<file path="src/rtl/video_stream_aligner_if.sv">
`default_nettype none
// ============================================================================
//  Module      : video_stream_aligner_if
//  Description : AXI-stream chunk channel feeding the video stream aligner.
//  Revision    : 1.0 - initial release
// ============================================================================
interface video_stream_aligner_if #(
    parameter int CHUNK_W = 128
);
    logic               chunk_tvalid;
    logic               chunk_tready;
    logic [CHUNK_W-1:0] chunk_tdata;
    logic               chunk_tlast;

    modport master (
        output chunk_tvalid,
        output chunk_tdata,
        output chunk_tlast,
        input  chunk_tready
    );

    modport slave (
        input  chunk_tvalid,
        input  chunk_tdata,
        input  chunk_tlast,
        output chunk_tready
    );
endinterface
`default_nettype wire

</file>
<file path="src/rtl/video_stream_aligner.sv">
`default_nettype none
// ============================================================================
//  Module      : video_stream_aligner
//  Description : Unpacks AXI-stream chunks into pixels paced by HDMI counters,
//                keeping stream frames locked to display frames.
//                Optional statistics outputs: VIDEO_ALIGNER_STATS_EN.
//  Revision    : 1.0 - initial release
// ============================================================================
module video_stream_aligner #(
    parameter int                 CHUNK_W    = 128,
    parameter int                 PIXEL_W    = 16,
    parameter int                 H_ACTIVE   = 1280,
    parameter int                 V_ACTIVE   = 720,
    parameter int                 H_W        = 11,
    parameter int                 V_W        = 10,
    parameter logic [PIXEL_W-1:0] FILL_COLOR = 16'hF800
) (
    input  wire logic                clk_pixel,
    input  wire logic                rst_pixel,
    input  wire logic [H_W-1:0]      h_count,
    input  wire logic [V_W-1:0]      v_count,
    input  wire logic                active_draw,
    video_stream_aligner_if.slave    chunk,
    output logic      [PIXEL_W-1:0]  pixel,
    output logic                     pixel_valid,
    output logic                     frame_locked
`ifdef VIDEO_ALIGNER_STATS_EN
    ,
    output logic      [15:0]         underflow_count,
    output logic      [15:0]         resync_count
`endif
);

    localparam int c_N     = CHUNK_W / PIXEL_W;
    localparam int c_IDX_W = (c_N > 1) ? $clog2(c_N) : 1;
    localparam logic [c_IDX_W-1:0] c_LAST_IDX = c_IDX_W'(c_N - 1);
    localparam logic [H_W-1:0]     c_H_LAST   = H_W'(H_ACTIVE - 1);
    localparam logic [V_W-1:0]     c_V_LAST   = V_W'(V_ACTIVE - 1);

    generate
        if ((CHUNK_W % PIXEL_W) != 0 || c_N < 1) begin : g_bad_width
            $error("video_stream_aligner: CHUNK_W must be an integer multiple of PIXEL_W");
        end
    endgenerate

    typedef enum logic [1:0] {
        ST_SEEK = 2'd0,
        ST_WAIT = 2'd1,
        ST_RUN  = 2'd2
    } state_t;

    state_t               r_state;
    state_t               w_state_next;

    logic [CHUNK_W-1:0]   r_buf;
    logic                 r_buf_last;
    logic                 r_full;
    logic [c_IDX_W-1:0]   r_idx;
    logic [PIXEL_W-1:0]   r_pixel;
    logic                 r_pixel_valid;

    logic [PIXEL_W-1:0]   w_head;
    logic                 w_head_last;
    logic                 w_eof;
    logic                 w_pop;
    logic                 w_show;
    logic                 w_ready;
    logic                 w_load;

    assign w_head      = r_buf[r_idx*PIXEL_W +: PIXEL_W];
    assign w_head_last = r_full && r_buf_last && (r_idx == c_LAST_IDX);
    assign w_eof       = (h_count == c_H_LAST) && (v_count == c_V_LAST) && active_draw;

    // A new chunk may land in the same cycle the final pixel of the old one leaves.
    assign w_ready            = !rst_pixel && (!r_full || (w_pop && (r_idx == c_LAST_IDX)));
    assign w_load             = chunk.chunk_tvalid && w_ready;
    assign chunk.chunk_tready = w_ready;

    always_ff @(posedge clk_pixel) begin
        if (rst_pixel) begin
            r_state <= ST_SEEK;
        end else begin
            r_state <= w_state_next;
        end
    end

    // w_pop is only ever raised with a head present, so it doubles as consume.
    always_comb begin
        w_state_next = r_state;
        w_pop        = 1'b0;
        w_show       = 1'b0;
        case (r_state)
            ST_SEEK: begin
                w_pop = r_full;
                if (w_head_last) begin
                    w_state_next = ST_WAIT;
                end
            end
            ST_WAIT: begin
                if (w_eof) begin
                    w_state_next = ST_RUN;
                end
            end
            ST_RUN: begin
                if (w_eof) begin
                    if (r_full) begin
                        w_pop  = 1'b1;
                        w_show = 1'b1;
                        if (!w_head_last) begin
                            w_state_next = ST_SEEK;
                        end
                    end else begin
                        w_state_next = ST_SEEK;
                    end
                end else if (active_draw && r_full && !w_head_last) begin
                    w_pop  = 1'b1;
                    w_show = 1'b1;
                end
            end
            default: begin
                w_state_next = ST_SEEK;
            end
        endcase
    end

    always_ff @(posedge clk_pixel) begin
        if (rst_pixel) begin
            r_buf      <= '0;
            r_buf_last <= 1'b0;
            r_full     <= 1'b0;
            r_idx      <= '0;
        end else if (w_load) begin
            r_buf      <= chunk.chunk_tdata;
            r_buf_last <= chunk.chunk_tlast;
            r_full     <= 1'b1;
            r_idx      <= '0;
        end else if (w_pop) begin
            if (r_idx == c_LAST_IDX) begin
                r_full <= 1'b0;
                r_idx  <= '0;
            end else begin
                r_idx  <= r_idx + 1'b1;
            end
        end
    end

    always_ff @(posedge clk_pixel) begin
        if (rst_pixel) begin
            r_pixel       <= FILL_COLOR;
            r_pixel_valid <= 1'b0;
        end else begin
            r_pixel       <= w_show ? w_head : FILL_COLOR;
            r_pixel_valid <= w_show;
        end
    end

    assign pixel        = r_pixel;
    assign pixel_valid  = r_pixel_valid;
    assign frame_locked = (r_state == ST_RUN);

`ifdef VIDEO_ALIGNER_STATS_EN
    localparam logic [15:0] c_CNT_MAX = 16'hFFFF;

    logic [15:0] r_underflow_cnt;
    logic [15:0] r_resync_cnt;
    logic        w_underflow;
    logic        w_resync;

    // An eof that does not consume the frame's tlast pixel means lost alignment.
    assign w_underflow = (r_state == ST_RUN) && active_draw && !r_full;
    assign w_resync    = (r_state == ST_RUN) && w_eof && !w_head_last;

    always_ff @(posedge clk_pixel) begin
        if (rst_pixel) begin
            r_underflow_cnt <= '0;
            r_resync_cnt    <= '0;
        end else begin
            if (w_underflow && (r_underflow_cnt != c_CNT_MAX)) begin
                r_underflow_cnt <= r_underflow_cnt + 16'd1;
            end
            if (w_resync && (r_resync_cnt != c_CNT_MAX)) begin
                r_resync_cnt <= r_resync_cnt + 16'd1;
            end
        end
    end

    assign underflow_count = r_underflow_cnt;
    assign resync_count    = r_resync_cnt;
`endif

endmodule
`default_nettype wire

</file>
<file path="src/flat_wrapper.sv">
// flat-port wrapper written by rule: the top's interface ports become plain ports
module video_stream_aligner_flat 
#(
    parameter int                 CHUNK_W    = 128,
    parameter int                 PIXEL_W    = 16,
    parameter int                 H_ACTIVE   = 1280,
    parameter int                 V_ACTIVE   = 720,
    parameter int                 H_W        = 11,
    parameter int                 V_W        = 10,
    parameter logic [PIXEL_W-1:0] FILL_COLOR = 16'hF800
)
  (clk_pixel, rst_pixel, h_count, v_count, active_draw, pixel, pixel_valid, frame_locked, chunk_chunk_tvalid, chunk_chunk_tdata, chunk_chunk_tlast, chunk_chunk_tready);
  video_stream_aligner_if #(.CHUNK_W(CHUNK_W)) chunk_i ();
  input  wire logic clk_pixel;
  input  wire logic rst_pixel;
  input  wire logic [H_W-1:0] h_count;
  input  wire logic [V_W-1:0] v_count;
  input  wire logic active_draw;
  output logic      [PIXEL_W-1:0] pixel;
  output logic pixel_valid;
  output logic frame_locked;
  input wire logic [$bits(chunk_i.chunk_tvalid)-1:0] chunk_chunk_tvalid;
  input wire logic [$bits(chunk_i.chunk_tdata)-1:0] chunk_chunk_tdata;
  input wire logic [$bits(chunk_i.chunk_tlast)-1:0] chunk_chunk_tlast;
  output wire logic [$bits(chunk_i.chunk_tready)-1:0] chunk_chunk_tready;
  assign chunk_i.chunk_tvalid = chunk_chunk_tvalid;
  assign chunk_i.chunk_tdata = chunk_chunk_tdata;
  assign chunk_i.chunk_tlast = chunk_chunk_tlast;
  assign chunk_chunk_tready = chunk_i.chunk_tready;
  video_stream_aligner #(.CHUNK_W(CHUNK_W), .PIXEL_W(PIXEL_W), .H_ACTIVE(H_ACTIVE), .V_ACTIVE(V_ACTIVE), .H_W(H_W), .V_W(V_W), .FILL_COLOR(FILL_COLOR)) u_core (.clk_pixel(clk_pixel), .rst_pixel(rst_pixel), .h_count(h_count), .v_count(v_count), .active_draw(active_draw), .chunk(chunk_i), .pixel(pixel), .pixel_valid(pixel_valid), .frame_locked(frame_locked));
endmodule
</file>
<file path="config.mk">
export PLATFORM = sky130hd
export DESIGN_NAME = video_stream_aligner_flat
export DESIGN_NICKNAME = d
export VERILOG_FILES = /design/src/rtl/video_stream_aligner_if.sv /design/src/rtl/video_stream_aligner.sv /design/src/flat_wrapper.sv
export SDC_FILE = /design/constraint.sdc
export NUM_CORES = 1
export LEC_CHECK = 0
export CAP_MARGIN = 25
export CORE_MARGIN = 3
export CORE_UTILIZATION = 47
export DETAILED_ROUTE_END_ITERATION = 10
export GPL_TIMING_DRIVEN = 0
export PLACE_DENSITY = 0.8
export SLEW_MARGIN = 20
export SYNTH_ARGS = -nofsm -noshare
export SYNTH_HDL_FRONTEND = slang
export SYNTH_SLANG_ARGS = --single-unit
</file>
<file path="constraint.sdc">
create_clock -name clk_pixel -period 2.41 [get_ports clk_pixel]
set_clock_uncertainty 0.1 [all_clocks]
set_input_delay 0.241 -clock clk_pixel [delete_from_list [all_inputs] [get_ports clk_pixel]]
set_output_delay 0.241 -clock clk_pixel [all_outputs]
set_load 0.02 [all_outputs]
</file>
# --- After elaboration in Yosys (flattened, before gate mapping) ---
# Cells that the tools add are included.
# Widths: inputs -> output; s select.
op_classes:
  n_addsub: 1
  reduce_logical: 20
  n_eq_ne: 9
  shifts: 1
  muxes: 15
  n_bitwise: 1
op_table:
  columns: ["operator", "count"]
  rows:
  - ["$shiftx 128x8->16", 1]
  - ["$eq 11x11->1 const B", 1]
  - ["$eq 10x10->1 const B", 1]
  - ["$mux 2", 5]
  - ["$logic_and 1x1->1", 9]
  - ["$mux 1", 7]
  - ["$ne 2x1->1 const B", 3]
  - ["$pmux 2 s3", 1]
  - ["$reduce_and 4->1", 1]
  - ["$reduce_bool 2->1", 2]
  - ["$reduce_or 2->1", 2]
  - ["$add 3x1->3 const B", 1]
  - ["$eq 3x3->1 const B", 1]
  - ["$logic_not 1->1", 3]
  - ["$mux 3", 1]
  - ["$ne 3x3->1 const B", 1]
  - ["$eq 2x1->1 const B", 1]
  - ["$eq 2x2->1 const B", 1]
  - ["$logic_not 2->1", 1]
  - ["$pmux 1 s2", 1]
  - ["$reduce_and 2->1", 1]
  - ["$logic_or 1x1->1", 1]
  - ["$not 1->1", 1]
word_totals:
  reg_bits: 152
  out_inout_bits: 19
  wordCells: 54
  input_bits: 154

# --- Depth between registers and ports, before layout ---
# Gate-level depths: netlist of run 1.
depth:
  word_depth: 13
  mapped_depth: 10
  mapped_depth_nobuf: 7

# --- Least setup slack after synthesis of run 1 ---
# No wires, ideal clock.
synth_timing:
  kind: "register to register"
  from: "register u_core.r_idx[0]"
  to: "register u_core.r_buf[100]"
  path_buffers: 3
  period_less_slack_ns: 2.197
  t_arrival_ns: 1.980
  setup_slack_ns: 0.213
  required_ns: 2.193
  setup_ns: 0.117
  stages_incl_launch_ff: 10
  path_cell_list: "dfxtp_1 > ha_1 > ha_1 > and3_1 > o32a_1 > buf_2 > a32o_1 > buf_6 > buf_4 > a22o_1"
synth_via:
  elab_chain_cells: 11
synth_rtl:
  columns: ["item", "line", "rtl"]
  rows:
  - ["start: declaration", "video_stream_aligner.sv:58", "logic [c_IDX_W-1:0] r_idx;"]
  - ["start signal: assignment", "video_stream_aligner.sv:142", "r_idx <= r_idx + 1'b1;"]
  - ["$eq 3x3->1 (*)", "video_stream_aligner.sv:71, video_stream_aligner.sv:75", null]
  - ["$logic_and 1x1->1", "video_stream_aligner.sv:71", "assign w_head_last = r_full && r_buf_last && (r_idx == c_LAST_IDX);"]
  - ["$logic_not 1->1", null, null]
  - ["$logic_and 1x1->1", "video_stream_aligner.sv:115", "end else if (active_draw && r_full && !w_head_last) begin"]
  - ["$mux 1", "video_stream_aligner.sv:115", null]
  - ["$mux 1", "video_stream_aligner.sv:105", "if (w_eof) begin"]
  - ["$pmux 1 s2", "video_stream_aligner.sv:92", "case (r_state)"]
  - ["$logic_and 1x1->1 (*)", "video_stream_aligner.sv:75", "assign w_ready = !rst_pixel && (!r_full || (w_pop && (r_idx == c_LAST_IDX)));"]
  - ["$logic_or 1x1->1 (*)", "video_stream_aligner.sv:75", null]
  - ["$logic_and 1x1->1 (*)", "video_stream_aligner.sv:75", null]
  - ["$logic_and 1x1->1 (*)", "video_stream_aligner.sv:76", "assign w_load = chunk.chunk_tvalid && w_ready;"]
  - ["end signal: assignment", "video_stream_aligner.sv:133", "r_buf <= chunk.chunk_tdata;"]
  - ["end: declaration", "video_stream_aligner.sv:55", "logic [CHUNK_W-1:0] r_buf;"]
# Every way passes the cells marked *; elsewhere a longest branch is shown, timed or not.
# A chain may end at the register's enable or synchronous reset.

# --- Final worst setup path of run 1 ---
layout_timing:
  from: "register u_core.r_idx[1]"
  to: "output port chunk_chunk_tready"
layout_via:
  elab_chain_cells: 10
layout_rtl:
  columns: ["item", "line", "rtl"]
  rows:
  - ["$eq 3x3->1 (*)", "video_stream_aligner.sv:71, video_stream_aligner.sv:75", null]
  - ["$logic_and 1x1->1", "video_stream_aligner.sv:71", null]
  - ["$logic_not 1->1", null, null]
  - ["$logic_and 1x1->1", "video_stream_aligner.sv:115", null]
  - ["$mux 1", "video_stream_aligner.sv:115", null]
  - ["$mux 1", "video_stream_aligner.sv:105", null]
  - ["$pmux 1 s2", "video_stream_aligner.sv:92", null]
  - ["$logic_and 1x1->1 (*)", "video_stream_aligner.sv:75", null]
  - ["$logic_or 1x1->1 (*)", "video_stream_aligner.sv:75", null]
  - ["$logic_and 1x1->1 (*)", "video_stream_aligner.sv:75", null]
  - ["end: declaration", "flat_wrapper.sv:25", "output wire logic [$bits(chunk_i.chunk_tready)-1:0] chunk_chunk_tready;"]
# Marked as above.

==> impl_metrics.py, run 1 <==
metrics = {
    "outcome": {
        "status": "finished clean",
    },
    "timing": {
        "max_freq_mhz": 419.0,
        "slew_violations": 0,
        "tns_ns": 0,
        "min_period_over_period_pct": 99.02,
        "finalHoldViolCount": 0,
        "max_slew_margin_pct": 41.82,
        "worstMarginPinSlew_ns": 0.8727,
        "finalWorstPathRequiredPeriod_ns": 2.386,
        "setup_viol": 0,
    },
    "die": {
        "die_w_um": 117.0,
        "start_util_pct": 49.44,
        "dieArea_um2": 13690,
        "rows": 39,
        "io_pins": 173,
        "core_area_um2": 11710,
        "die_h_um": 117.0,
    },
    "hold_path": {
        "whs_path_depth": 3,
        "min_from": "chunk_chunk_tvalid",
        "whs_endpoint": "u_core.r_full",
        "hp-class": "in2reg",
    },
    "logic_synthesis": {
        "yosys.area_share.simple_pct": 4.170,
        "synth.area.mux_share_pct": 15.38,
        "ys_warn_count": 0,
        "synthFlopType": "dfxtp_1",
        "synth_top_family_by_area": "compound AO/OA/AOI/OAI gates",
        "synth_xor_area_share_pct": 0,
        "synth_area_um2": 5791,
        "syn_avg_cell_area_um2": 13.25,
        "async_flop_share_pct": 0,
        "synthesis.nets": 593,
        "synth_enable_flop_cells": 0,
        "synthCells": 437,
        "synth_cell_types": 37,
        "ys_seq_area_share_pct": 52.55,
        "ys_ff_latch": 152,
        "synthAdderAreaFrac_pct": 0.4322,
        "synth-compound-area-share_pct": 21.89,
    },
    "drt": {
        "ant_nets": 0,
        "drc_errors": 0,
        "wire_per_inst_um": 21.94,
        "routed_via_density": 5.991,
        "drtPass1Iterations": 5,
        "drt_iter0_markers": 402,
        "routed_wl_um": 17160,
        "vias": 4685,
    },
    "clock_tree": {
        "clk_latency_ns": 0.41,
        "post_cts_buffers": 0,
        "cts_max_level": 4,
        "ctsHoldBuffers": 0,
        "tritoncts": "yes",
        "cts_buffer_depth": 2,
        "clkSinkCount": 152,
        "clockRootBuffer": "clkbuf_16",
        "cts.clk_slew.worst_paths_ns": 0.06,
        "cts_buffers": 17,
    },
    "final_layout": {
        "diodes": 0,
        "fin_area_um2": 8292,
        "syn_to_final_growth_pct": 43.19,
        "layout.nets": 783,
        "utilization_pct": 70.80,
        "drive_above_1_share_pct": 15.81,
    },
    "placement": {
        "place_area_um2": 7681,
        "io_buffers": 171,
        "gp_congestion": 0.8631,
        "hpwl_um": 12580,
    },
    "pwr": {
        "p_sw_mw": 1.414,
        "p_comb_share_pct": 13.7,
        "p_leak_nw": 3.201,
        "p_int_mw": 4.816,
        "peakVddDrop_mv": 0.6302,
        "clockPowerShare_pct": 41.5,
        "total_power_mw": 6.231,
        "netSwitchingFraction_pct": 22.70,
        "power_frac_seq_pct": 44.9,
        "p_per_area_nw_per_um2": 751.4,
    },
    "global_route": {
        "gr-usage-all-layers_pct": 25.40,
        "grt_pass1_wl_um": 26200,
        "grt_pass1_vias": 4848,
        "overflow": 0,
        "grt_max_degree": 17,
        "antenna_found_initial": 1,
    },
    "critical_path": {
        "r2r_setup_slack_ns": 0.05,
        "r2r_cells": 10,
        "crit_required_ns": 2.07,
        "start_kind": "flop",
        "max_stage_delay_ns": 0.34,
        "cp_max_fo": 10,
        "path_cells": "ha_2, ha_4, and3_4, o32a_1, buf_6, a21boi_1, o21a_1, buf_4",
        "setup.worst_path.end_class": "primary output",
        "reg2reg_from": "u_core.r_idx[1]",
        "crit_arrival_ns": 2.05,
        "critical_path_class": "reg2out",
        "r2r-end": "u_core.r_buf[67]",
        "cpMaxStageDelayCell": "dfxtp_1",
    },
    "run": {
        "maxCapViolations": 0,
    },
}
[state kept, by name, indices dropped and copies added (netlist names)]
| signal | count |
|---|---|
| u_core.pixel | 16 |
| u_core.pixel_valid | 1 |
| u_core.r_buf | 128 |
| u_core.r_buf_last | 1 |
| u_core.r_full | 1 |
| u_core.r_idx | 3 |
| u_core.r_state | 2 |
[through the flow]
step	worst slack [ns]	hold slack [ns]	std cells
2_1_floorplan	0.2128	0.2101	437
3_3_place_gp	-0.3332	0.3400	751
3_5_place_dp	-0.3558	0.3509	751
4_1_cts	0.01773	0.08860	782
5_1_grt	-0.02137	0.1712	782
6_report	0.02364	0.09428	782
[how the worst max path moves through the flow]
stage,slack (ns),endpoint,startpoint
floorplan,0.21,u_core.r_buf[100],u_core.r_idx[0]
global placement,-0.33,chunk_chunk_tready,h_count[3]
detailed placement,-0.36,chunk_chunk_tready,v_count[1]
CTS,0.02,chunk_chunk_tready,u_core.r_idx[1]
global route,-0.02,chunk_chunk_tready,u_core.r_idx[1]
finish,0.02,chunk_chunk_tready,u_core.r_idx[1]
[area by class of cell]
class,count,area [µm²]
buffer,41,315.3
sequential,152,3043
clock inverter,8,96.34
inverter,7,26.28
tap,143,178.9
clock buffer,23,478.0
fill,824,3420
multi-input combinational,237,2445
timing repair buffer,171,1709
[critical path, delay by kind of cell, from the launching register on]
kind	cells	cell delay (ns)
compound gates	3	0.40
fa+ha+maj	2	0.39
flops	1	0.34
buf+inv	2	0.29
simple gates	1	0.21
[cells by family after synthesis]
family,after synthesis
flip-flops,152
AO/OA/AOI/OAI,147
multiplexers,49
buffers and inverters,48
AND/OR/NAND/NOR,39
adder cells (fa/ha/maj),2
[layout by cell type, fill, tap and decap left out, types with 2 or more instances in the layout]
master,count
dfxtp_1,152
clkbuf_2,2
clkbuf_1,8
a21oi_1,5
mux4_2,32
nand2_1,6
o21ai_0,2
nor2_1,14
buf_4,15
mux2i_1,17
inv_1,6
clkbuf_16,17
nor3_1,2
clkdlybuf4s50_1,170
bufinv_16,2
nand3_1,5
a221o_1,2
buf_1,4
a22o_1,129
clkinv_2,4
clkbuf_4,2
nand4_1,2
buf_6,13
clkbuf_8,3
nand3b_1,3
[power groups by stage]
stage	combinational (mW)	clock, mW	sequential [mW]
after global placement	0.822	0	2.83
after CTS	0.846	2.59	2.79
after detailed placement	0.836	0	2.84
after floorplan	0.453	0	2.81
after global routing	0.906	2.69	2.81
final	0.851	2.58	2.80
[metal layers]
layer | vias up | global-route usage, % | part of all wire (%)
li1 | 2093 | - | -
met1 | 2296 | 32.83 | 41
met2 | 256 | 41.83 | 47
met3 | 38 | 6.272 | 8.8
met4 | 2 | 8.869 | 2.8
met5 | - | 0 | 0.076
[cells in the mapped netlist (2+ instances only)]
| master | count | share of area (%) |
|---|---|---|
| buf_1 | 4 | 0.26 |
| o21ai_0 | 2 | 0.17 |
| a22o_1 | 129 | 20 |
| nor2_1 | 14 | 0.91 |
| dfxtp_1 | 152 | 53 |
| mux4_2 | 32 | 12 |
| mux2i_1 | 17 | 2.9 |
| buf_4 | 12 | 1.6 |
| nand2_1 | 6 | 0.39 |
| inv_1 | 6 | 0.39 |
| nor3_1 | 2 | 0.17 |
| a21oi_1 | 5 | 0.43 |
| buf_2 | 6 | 0.52 |
| nand4_1 | 2 | 0.22 |
| clkbuf_1 | 7 | 0.45 |
| a221o_1 | 2 | 0.35 |
| ha_1 | 2 | 0.43 |
| nand3_1 | 5 | 0.43 |
| nand3b_1 | 3 | 0.39 |
| buf_6 | 12 | 2.3 |
[timing repair]
item                       in CTS  in global routing
cloned                          0                  0
hold endpoints to repair        0                  0
gates resized for setup        13                  6
setup endpoints to repair     121                120
No activity file was read; power rests on OpenSTA's default activity.
==> run 2, diff against run 1 <==
--- a/config.mk
+++ b/config.mk
@@ -8,6 +8,7 @@
 export CAP_MARGIN = 25
 export CORE_MARGIN = 3
 export CORE_UTILIZATION = 47
+export CTS_CLUSTER_DIAMETER = 150
 export DETAILED_ROUTE_END_ITERATION = 10
 export GPL_TIMING_DRIVEN = 0
 export PLACE_DENSITY = 0.8
==> results of run 2 <==
The final DEF is identical to that of run 1; final timing and power are the same.
